$ cat src/rtl/rubik_rd_pkg.sv
// Shared types and constants for the RUBIK read-request path.
// Payload layout, FSM encoding and line-size helpers.
package rubik_rd_pkg;

  localparam int LAT_FIFO_DEPTH_DEF = 128;
  localparam int LINE_BYTES = 64;
  localparam int HALF_LINES = 2;

  typedef struct packed {
    logic [1:0]  mask;
    logic [63:0] addr;
  } rd_req_pd_t;

  typedef enum logic {
    IDLE,
    ISSUE
  } iss_state_e;

  function automatic logic [63:0] line_align64(
    input logic [63:0] a
  );
    return a & ~64'(LINE_BYTES - 1);
  endfunction

  function automatic logic [31:0] line_align32(
    input logic [31:0] a
  );
    return a & ~32'(LINE_BYTES - 1);
  endfunction

  // An empty half-line mask means the whole line.
  function automatic logic [1:0] norm_mask(
    input logic [1:0] m
  );
    return (m == 2'b00) ? 2'b11 : m;
  endfunction

endpackage

$ cat src/rtl/rubik_rd_req_issuer_if.sv
// Command and read-request handshakes of the RUBIK read initiator.
// slave = the issuer, master = command source / DMA side.
interface rubik_rd_req_issuer_if
  import rubik_rd_pkg::*;
#(
  parameter int LINES_W = 13
) ();

  logic               cmd_vld;
  logic               cmd_rdy;
  logic [63:0]        cmd_addr;
  logic [LINES_W-1:0] cmd_lines;
  logic [31:0]        cmd_stride;
  logic [1:0]         cmd_last_mask;

  logic               rd_req_vld;
  logic               rd_req_rdy;
  rd_req_pd_t         rd_req_pd;

  modport slave (
    input  cmd_vld,
    output cmd_rdy,
    input  cmd_addr,
    input  cmd_lines,
    input  cmd_stride,
    input  cmd_last_mask,
    output rd_req_vld,
    input  rd_req_rdy,
    output rd_req_pd
  );

  modport master (
    output cmd_vld,
    input  cmd_rdy,
    output cmd_addr,
    output cmd_lines,
    output cmd_stride,
    output cmd_last_mask,
    input  rd_req_vld,
    output rd_req_rdy,
    input  rd_req_pd
  );

endinterface

$ cat src/rtl/rubik_cdt_cnt.sv
// Credit counter: take consumes, give returns, saturates at DEPTH.
// A give at full leaves the count alone and sets a sticky error.
module rubik_cdt_cnt #(
  parameter int DEPTH = 128,
  localparam int CW = $clog2(DEPTH + 1)
) (
  input  logic          clk,
  input  logic          rst,
  input  logic          take,
  input  logic          give,
  output logic [CW-1:0] credits,
  output logic          avail,
  output logic          err
);

  localparam logic [CW-1:0] FULL = CW'(DEPTH);

  logic [CW-1:0] cnt_q;
  logic [CW-1:0] cnt_nxt;
  logic          err_q;
  logic          err_nxt;

  always_comb begin
    cnt_nxt = cnt_q;
    err_nxt = err_q;
    unique case ({take, give})
      2'b10: cnt_nxt = cnt_q - CW'(1);
      2'b01: begin
        if (cnt_q == FULL) err_nxt = 1'b1;
        else cnt_nxt = cnt_q + CW'(1);
      end
      default: cnt_nxt = cnt_q;
    endcase
  end

  always_ff @(posedge clk or posedge rst) begin
    if (rst) begin
      cnt_q <= FULL;
      err_q <= 1'b0;
    end else begin
      cnt_q <= cnt_nxt;
      err_q <= err_nxt;
    end
  end

  assign credits = cnt_q;
  assign avail   = (cnt_q != '0);
  assign err     = err_q;

endmodule

$ cat src/rtl/rubik_rd_req_issuer.sv
// RUBIK read-request initiator: splits a command into 64B line
// requests, gated by latency-FIFO credits.
module rubik_rd_req_issuer
  import rubik_rd_pkg::*;
#(
  parameter int LAT_FIFO_DEPTH = LAT_FIFO_DEPTH_DEF,
  parameter int LINES_W = 13
) (
  input  logic                  nvdla_core_clk,
  input  logic                  nvdla_core_rst,
  rubik_rd_req_issuer_if.slave  io,
  input  logic                  rd_cdt_lat_fifo_pop,
  output logic                  busy,
  output logic                  cdt_err
);

  localparam int CW = $clog2(LAT_FIFO_DEPTH + 1);

  iss_state_e         state;
  iss_state_e         state_nxt;

  logic [63:0]        addr_q;
  logic [LINES_W-1:0] rem_q;
  logic [31:0]        stride_q;
  logic [1:0]         last_mask_q;

  logic               req_vld_q;
  rd_req_pd_t         req_pd_q;

  logic [CW-1:0]      credits;
  logic               cdt_avail;
  logic               accept;
  logic               launch;
  logic               last_line;

  assign last_line = (rem_q == '0);
  assign accept    = (state == IDLE) & io.cmd_vld;
  assign launch    = (state == ISSUE)
                   & (~req_vld_q | io.rd_req_rdy)
                   & cdt_avail;

  always_comb begin
    state_nxt = state;
    unique case (state)
      IDLE:    if (io.cmd_vld) state_nxt = ISSUE;
      ISSUE:   if (launch && last_line) state_nxt = IDLE;
      default: state_nxt = IDLE;
    endcase
  end

  always_ff @(posedge nvdla_core_clk or posedge nvdla_core_rst) begin
    if (nvdla_core_rst) state <= IDLE;
    else state <= state_nxt;
  end

  // Address generator: latched on accept, advanced per launch.
  always_ff @(posedge nvdla_core_clk or posedge nvdla_core_rst) begin
    if (nvdla_core_rst) begin
      addr_q      <= '0;
      rem_q       <= '0;
      stride_q    <= '0;
      last_mask_q <= '0;
    end else if (accept) begin
      addr_q      <= line_align64(io.cmd_addr);
      rem_q       <= io.cmd_lines;
      stride_q    <= line_align32(io.cmd_stride);
      last_mask_q <= norm_mask(io.cmd_last_mask);
    end else if (launch) begin
      addr_q <= addr_q + {32'b0, stride_q};
      if (!last_line) rem_q <= rem_q - LINES_W'(1);
    end
  end

  // Output slot holds its payload until the DMA takes it.
  always_ff @(posedge nvdla_core_clk or posedge nvdla_core_rst) begin
    if (nvdla_core_rst) begin
      req_vld_q <= 1'b0;
      req_pd_q  <= '0;
    end else if (launch) begin
      req_vld_q     <= 1'b1;
      req_pd_q.addr <= addr_q;
      req_pd_q.mask <= last_line ? last_mask_q : 2'b11;
    end else if (io.rd_req_rdy) begin
      req_vld_q <= 1'b0;
    end
  end

  rubik_cdt_cnt #(
    .DEPTH (LAT_FIFO_DEPTH)
  ) u_cdt (
    .clk     (nvdla_core_clk),
    .rst     (nvdla_core_rst),
    .take    (launch),
    .give    (rd_cdt_lat_fifo_pop),
    .credits (credits),
    .avail   (cdt_avail),
    .err     (cdt_err)
  );

  assign io.cmd_rdy    = (state == IDLE);
  assign io.rd_req_vld = req_vld_q;
  assign io.rd_req_pd  = req_pd_q;
  assign busy          = (state == ISSUE) | req_vld_q;

endmodule

$ cat src/flat_wrapper.sv
// flat-port wrapper written by rule: the top's interface ports become plain ports
module rubik_rd_req_issuer_flat import rubik_rd_pkg::*;
#(
  parameter int LAT_FIFO_DEPTH = LAT_FIFO_DEPTH_DEF,
  parameter int LINES_W = 13
)
  (nvdla_core_clk, nvdla_core_rst, rd_cdt_lat_fifo_pop, busy, cdt_err, io_cmd_vld, io_cmd_rdy, io_cmd_addr, io_cmd_lines, io_cmd_stride, io_cmd_last_mask, io_rd_req_vld, io_rd_req_rdy, io_rd_req_pd);
  rubik_rd_req_issuer_if #(.LINES_W(LINES_W)) io_i ();
  input  logic nvdla_core_clk;
  input  logic nvdla_core_rst;
  input  logic rd_cdt_lat_fifo_pop;
  output logic busy;
  output logic cdt_err;
  input wire logic [$bits(io_i.cmd_vld)-1:0] io_cmd_vld;
  output wire logic [$bits(io_i.cmd_rdy)-1:0] io_cmd_rdy;
  input wire logic [$bits(io_i.cmd_addr)-1:0] io_cmd_addr;
  input wire logic [$bits(io_i.cmd_lines)-1:0] io_cmd_lines;
  input wire logic [$bits(io_i.cmd_stride)-1:0] io_cmd_stride;
  input wire logic [$bits(io_i.cmd_last_mask)-1:0] io_cmd_last_mask;
  output wire logic [$bits(io_i.rd_req_vld)-1:0] io_rd_req_vld;
  input wire logic [$bits(io_i.rd_req_rdy)-1:0] io_rd_req_rdy;
  output wire logic [$bits(io_i.rd_req_pd)-1:0] io_rd_req_pd;
  assign io_i.cmd_vld = io_cmd_vld;
  assign io_cmd_rdy = io_i.cmd_rdy;
  assign io_i.cmd_addr = io_cmd_addr;
  assign io_i.cmd_lines = io_cmd_lines;
  assign io_i.cmd_stride = io_cmd_stride;
  assign io_i.cmd_last_mask = io_cmd_last_mask;
  assign io_rd_req_vld = io_i.rd_req_vld;
  assign io_i.rd_req_rdy = io_rd_req_rdy;
  assign io_rd_req_pd = io_i.rd_req_pd;
  rubik_rd_req_issuer #(.LAT_FIFO_DEPTH(LAT_FIFO_DEPTH), .LINES_W(LINES_W)) u_core (.nvdla_core_clk(nvdla_core_clk), .nvdla_core_rst(nvdla_core_rst), .io(io_i), .rd_cdt_lat_fifo_pop(rd_cdt_lat_fifo_pop), .busy(busy), .cdt_err(cdt_err));
endmodule
$ cat config.mk
export PLATFORM = sky130hd
export DESIGN_NAME = rubik_rd_req_issuer_flat
export DESIGN_NICKNAME = d
export VERILOG_FILES = /design/src/rtl/rubik_rd_pkg.sv /design/src/rtl/rubik_rd_req_issuer_if.sv /design/src/rtl/rubik_cdt_cnt.sv /design/src/rtl/rubik_rd_req_issuer.sv /design/src/flat_wrapper.sv
export SDC_FILE = /design/constraint.sdc
export NUM_CORES = 1
export LEC_CHECK = 0
export ABC_CLOCK_PERIOD_IN_PS = 8870
export CORE_AREA = 2 2 152 214
export DETAILED_ROUTE_END_ITERATION = 12
export DIE_AREA = 0 0 154 216
export GPL_TIMING_DRIVEN = 0
export SYNTH_ARGS = -nofsm -noshare
export SYNTH_HDL_FRONTEND = slang
export SYNTH_SLANG_ARGS = --single-unit
$ cat constraint.sdc
create_clock -name nvdla_core_clk -period 8.87 [get_ports nvdla_core_clk]
set_clock_uncertainty 0.15 [all_clocks]
set_input_delay 1.3305 -clock nvdla_core_clk [delete_from_list [all_inputs] [get_ports nvdla_core_clk]]
set_output_delay 1.3305 -clock nvdla_core_clk [all_outputs]
set_load 0.02 [all_outputs]
== Yosys cells after proc, flatten, opt, wreduce, memory -nomap -nowiden ==
Cells that the tools add are included.

* Add/sub/neg operators: 4
* Equality and inequality tests: 5
* Muxes and demuxes: 14
* Bitwise logic cells: 7
* Reductions and logical operators: 10

{| class="wikitable"
|+ Operators by type and width
! operator !! count
|-
| $mux 64 || 2
|-
| $add 64x32->64 || 1
|-
| $mux 13 || 3
|-
| $pmux 8 s2 || 1
|-
| $logic_not 13->1 || 1
|-
| $sub 13x1->13 const B || 1
|-
| $add 8x1->8 const B || 1
|-
| $eq 8x8->1 const B || 1
|-
| $mux 8 || 1
|-
| $reduce_bool 8->1 || 1
|-
| $sub 8x1->8 const B || 1
|-
| $reduce_and 2->1 || 3
|-
| $reduce_bool 2->1 || 3
|-
| $mux 1 || 4
|-
| $mux 2 || 2
|-
| $and 1x1->1 || 3
|-
| $eq 2x1->1 const B || 1
|-
| $eq 2x2->1 const B || 1
|-
| $logic_not 2->1 || 1
|-
| $ne 2x1->1 const B || 1
|-
| $ne 2x2->1 const B || 1
|-
| $not 1->1 || 2
|-
| $or 1x1->1 || 2
|-
| $pmux 1 s2 || 1
|-
| $logic_and 1x1->1 || 1
|}

* Register bits after elaboration: 182
* Output and inout bits: 70
* Logic and storage cells: 50

== Longest topological paths before layout ==
* Depth after elaboration: 7
* Gate-level depth with buffers: 13

== Hierarchy ==
From an unflattened synthesis, not the netlist that was laid out.

* Cell total of the unflattened synthesis: 1105
* Area total of the unflattened synthesis: 9431.5 um2

{| class="wikitable"
|+ By module, submodules not included
! module !! times used !! cells each !! area an instance (um2) !! sequential area each (um2)
|-
| rubik_rd_req_issuer || 1 || 1037 || 8718.4 || 4028.9
|-
| rubik_cdt_cnt || 1 || 68 || 713.2 || 226.5
|}

== Worst setup path after synthesis ==
Ideal clock, no wire load.

* Path kind: input -> register
* From: input io_rd_req_rdy
* To: register u_core.u_cdt.cnt_q[7] (netlist: u_core.u_cdt.credits[7])
* Library setup time: 75 ps
* Arrival: 3649 ps
* Data required time: 8645 ps
* Slack: 4996 ps
* Stages: 13
* Path through: nand2b_1 o311ai_1 buf_2 buf_2 nand2_1 ha_1 a21o_1 a21oi_1 o21bai_1 a21oi_1 o21ai_0 mux2_2 mux2i_1

* Cells in the longest elaborated chain, start to end: 6
* Elaborated cells between the ends (all ways): 9
* Classes of those cells: eq/ne (3); mux (1); bitwise (3); reduce/logical (2)

{| class="wikitable"
|+ Ends and longest elaborated chain
! element !! line !! source
|-
| start: declaration || flat_wrapper.sv:21 || <nowiki>input wire logic [$bits(io_i.rd_req_rdy)-1:0] io_rd_req_rdy;</nowiki>
|-
| $or 1x1->1 (*) || rubik_rd_req_issuer.sv:39 || <nowiki>& (~req_vld_q | io.rd_req_rdy)</nowiki>
|-
| $and 1x1->1 (*) || rubik_rd_req_issuer.sv:39 ||
|-
| $and 1x1->1 (*) || rubik_rd_req_issuer.sv:40 || <nowiki>& cdt_avail;</nowiki>
|-
| $eq 2x1->1 or $eq 2x2->1 (tied branches) || rubik_cdt_cnt.sv:26 || <nowiki>unique case ({take, give})</nowiki>
|-
| $ne 2x2->1 (no source line) or $reduce_bool 2->1 (tied branches) || -- ||
|-
| $reduce_and 2->1 (no source line) || -- ||
|-
| end signal: assignment || rubik_cdt_cnt.sv:41 || <nowiki>cnt_q <= cnt_nxt;</nowiki>
|-
| end: declaration || rubik_cdt_cnt.sv:18 || <nowiki>logic [CW-1:0] cnt_q;</nowiki>
|}

Every way passes the cells marked *; elsewhere a longest branch is shown, timed or not.
A chain may end at the register's enable or synchronous reset.

== Worst setup path after layout ==
Same ends and word-level chain as after synthesis.

==> flow_summary.yaml <==
global_route:
  antenna_found_initial: 2
  grt_usage: 0.1923
  grt_pass1_wl_um: 49150
  overflow: 0
  grt_max_degree: 122
  first_global_vias: 8711
cells_and_area:
  syn2layout_area_growth_pct: 30.58
  stdcell_count: 1695
  final_common_cell: "nand2_1"
  fin_util: 0.3887
  fin_nets: 1435
  layout_common_cells: "nand2_1 (330), dfrtp_1 (169), clkdlybuf4s50_1 (167), nor2_1 (63), a21oi_1 (58)"
  drive_above_1_share: 0.06168
synth:
  muxShareOfSynthArea: 0.008054
  async_reset_ff_frac: 1.000
  yosysWarnings: 0
  ys.flop_type: "dfrtp_1"
  ys_ff_latch: 170
  synth-compound-area-share: 0.1615
  synth_edf_count: 0
  yosys.area_share.simple: 0.2444
  yosysUniqueCellTypes: 66
  synth_top_family_by_area: "simple AND/OR/NAND/NOR gates"
  syn_avg_cell_area_um2: 8.536
  syn_inst: 1092
  synth_xor_area_frac: 0.03852
  synth_fa_ha_area_frac: 0.04859
  ys_seq_area_frac: 0.4565
  synthesis.area_um2: 9321
sta:
  maxSlewViolCount: 6
  tightest_slew_ps: 1527
  fin_crit_sh: 0.5237
  fmax_mhz: 215.3
  rsz0062_at_grt: "false"
  hold-worst-slack_ps: 325.8
  max_slew_margin: -0.02719
  fin_crit_ps: 4645
  setup-tns-final_ps: 0
  hold_viol: 0
  setup_viol: 0
worst_setup_path:
  worstPathCellList: "clkdlybuf4s50_1 -> nand2b_1 -> o311ai_1 -> buf_2 -> buf_2 -> nand2_1 -> ha_1 -> a21o_1 -> a21oi_1 -> o21bai_1 -> a21oi_1 -> o21ai_0 -> mux2_2 -> mux2i_1"
  slowest_delay_ps: 390
  path_buf_inv: 3
  path_class: "in -> reg"
  crit_family: "compound AO/OA/AOI/OAI gates"
  end_kind: "flip-flop"
  cp-start-kind: "input pin"
  crit_path_top_delay_cell: "clkdlybuf4s50_1"
  worst-path-max-fanout: 10
  arrival_ps: 4870
  cp.required_ps: 9090
power_and_ir_drop:
  ir_drop_v: 0.0001266
  p_switching_mw: 1.757
  swShare: 0.4228
  power.leakage_nw: 5.400
  clock_power_share: 0.194
  p_comb_frac: 0.472
  power.density_nw_per_um2: 341.5
  intPower_mw: 2.399
  power_mw: 4.156
  pwr-share-seq: 0.334
drt:
  drc_errors: 0
  num_vias: 8662
  dr.pass1.iters: 5
  drt_iter0_markers: 679
  viasPerCell: 5.110
  wire_per_inst_um: 18.69
  routed_wl_um: 31690
  final_antenna_net_count: 0
clock_tree:
  cts-htree-levels: 4
  cts.sinks: 170
  clk_pin_slew_ps: 70
  cts_resized: 0
  holdBufCountCts: 0
  cts_buffer_depth: 2
  clk_latency_ps: 440
  postCtsSetupRepairBufs: 0
  cts_root_buf: "clkbuf_16"
  tritoncts: "yes"
  cts_buffers: 17
placed_design:
  dp_hpwl_um: 23930
  dp_cells: 1660
  portBuffers: 167
  place.gp.congestion: 0.8500
job:
  drv_cap: 1
outcome:
  status: "complete, but fails checks"
  violations: "capacitance limit, slew limit"
floorplanning:
  fp.dieH_um: 216
  die_area_um2: 33260
  core_um2: 31310
  die_w_um: 154
  start_util: 0.2977
  io_pins: 186
  rows: 77
hold_path:
  hold_class: "reg -> reg"
## state kept, by name, summed over array words and instances, names as in the netlist
| register | count |
|---|---|
| u_core.u_cdt.err | 1 |
| u_core.state | 1 |
| u_core.rem_q | 13 |
| u_core.addr_q | 58 |
| u_core.io.rd_req_vld | 1 |
| u_core.u_cdt.credits | 8 |
| u_core.stride_q | 26 |
| u_core.last_mask_q | 2 |
| u_core.io.rd_req_pd | 60 |
## final cells by class
| class | instances | area, µm² |
|---|---|---|
| clock inverter | 14 | 183.9 |
| timing repair buffer | 168 | 1699 |
| multi-input combinational | 840 | 4693 |
| inverter | 22 | 90.09 |
| fill | 3187 | 19140 |
| tap | 395 | 494.2 |
| clock buffer | 18 | 439.2 |
| buffer | 65 | 309.0 |
| sequential | 170 | 4255 |
| antenna | 3 | 7.507 |
## routing by layer
layer  track usage  wire [µm]
met1        0.2288      12780
met2        0.3410      16290
met3       0.03554       1659
met4       0.07664        956
met5             0          0
## power by group through the flow
| stage | logic [mW] | registers [mW] | clock network [mW] |
|---|---|---|---|
| after floorplan | 1.19 | 1.46 | 0 |
| after global placement | 1.92 | 1.39 | 0 |
| after detailed placement | 1.95 | 1.40 | 0 |
| after CTS | 1.97 | 1.39 | 0.821 |
| after global routing | 2.18 | 1.43 | 0.849 |
| final | 1.96 | 1.39 | 0.805 |
## path summary, 6_finish.rpt
path                                                       end                                 from  cells after the start  slack [ps]
hold / removal             u_core.io.rd_req_pd[50]$_DFFE_PP0P_  u_core.io.rd_req_pd[50]$_DFFE_PP0P_                      2         330
setup / recovery           u_core.u_cdt.credits[7]$_DFFE_PP1P_                        io_rd_req_rdy                     14        4230
hold reg to reg            u_core.io.rd_req_pd[50]$_DFFE_PP0P_  u_core.io.rd_req_pd[50]$_DFFE_PP0P_                      2         330
max in group asynchronous        u_core.addr_q[34]$_DFFE_PP0P_                       nvdla_core_rst                      3        6470
min in group asynchronous   u_core.io.rd_req_pd[9]$_DFFE_PP0P_                       nvdla_core_rst                      2        1140
setup reg to reg           u_core.u_cdt.credits[7]$_DFFE_PP1P_  u_core.u_cdt.credits[1]$_DFFE_PP0P_                     13        4280
## stage by stage
step / setup slack [ps] / area [µm²]
global route: 4017 / 12160
finish: 4225 / 12170
floorplan: 2788 / 9340
CTS: 4225 / 12160
detailed placement: 3761 / 11540
global placement: 199.8 / 11510
## cell usage after synthesis (3+ instances only)
| master | instances | share of area |
|---|---|---|
| nand2_1 | 330 | 0.13 |
| dfrtp_1 | 169 | 0.45 |
| nor2_1 | 63 | 0.025 |
| a21oi_1 | 58 | 0.031 |
| o21ai_0 | 57 | 0.031 |
| ha_1 | 33 | 0.044 |
| clkbuf_1 | 30 | 0.012 |
| a31oi_1 | 26 | 0.017 |
| inv_1 | 22 | 0.0089 |
| nand3_1 | 21 | 0.011 |
| xnor2_1 | 21 | 0.020 |
| xor2_1 | 20 | 0.019 |
| buf_2 | 19 | 0.010 |
| nand4_1 | 18 | 0.012 |
| a21o_1 | 17 | 0.014 |
| or4_1 | 15 | 0.012 |
| and3_1 | 14 | 0.0094 |
| or3_1 | 13 | 0.0087 |
| o21bai_1 | 12 | 0.0097 |
| nor3_1 | 10 | 0.0054 |
| buf_4 | 9 | 0.0072 |
| o211ai_1 | 9 | 0.0072 |
| a22oi_1 | 7 | 0.0056 |
| a211oi_1 | 6 | 0.0048 |
| and2_1 | 6 | 0.0040 |
| buf_1 | 6 | 0.0024 |
| o31ai_1 | 6 | 0.0048 |
| a221o_1 | 5 | 0.0054 |
| a221oi_1 | 5 | 0.0047 |
| and4_1 | 4 | 0.0038 |
| mux2_2 | 4 | 0.0048 |
| o21a_1 | 4 | 0.0032 |
| a21boi_0 | 3 | 0.0024 |
| mux2i_1 | 3 | 0.0032 |
| nor2b_1 | 3 | 0.0020 |
| nor4_1 | 3 | 0.0020 |
| o22ai_1 | 3 | 0.0020 |
| or2_2 | 3 | 0.0020 |
## kinds of logic (layout without fill, tap and decap cells)
group,count (synthesis),after routing
compound gates,236,236
xor+xnor,41,41
fa+ha+maj,35,35
buf+inv,87,287
flops,170,170
mux,7,7
other cells,1,9
simple gates,515,515
## tightest hold or removal path: stages, from the launching register on
cell and delay [ps]:
dfrtp_1 350, nand2_1 50, nand2_1 50
No activity file was read; power rests on OpenSTA's default activity.
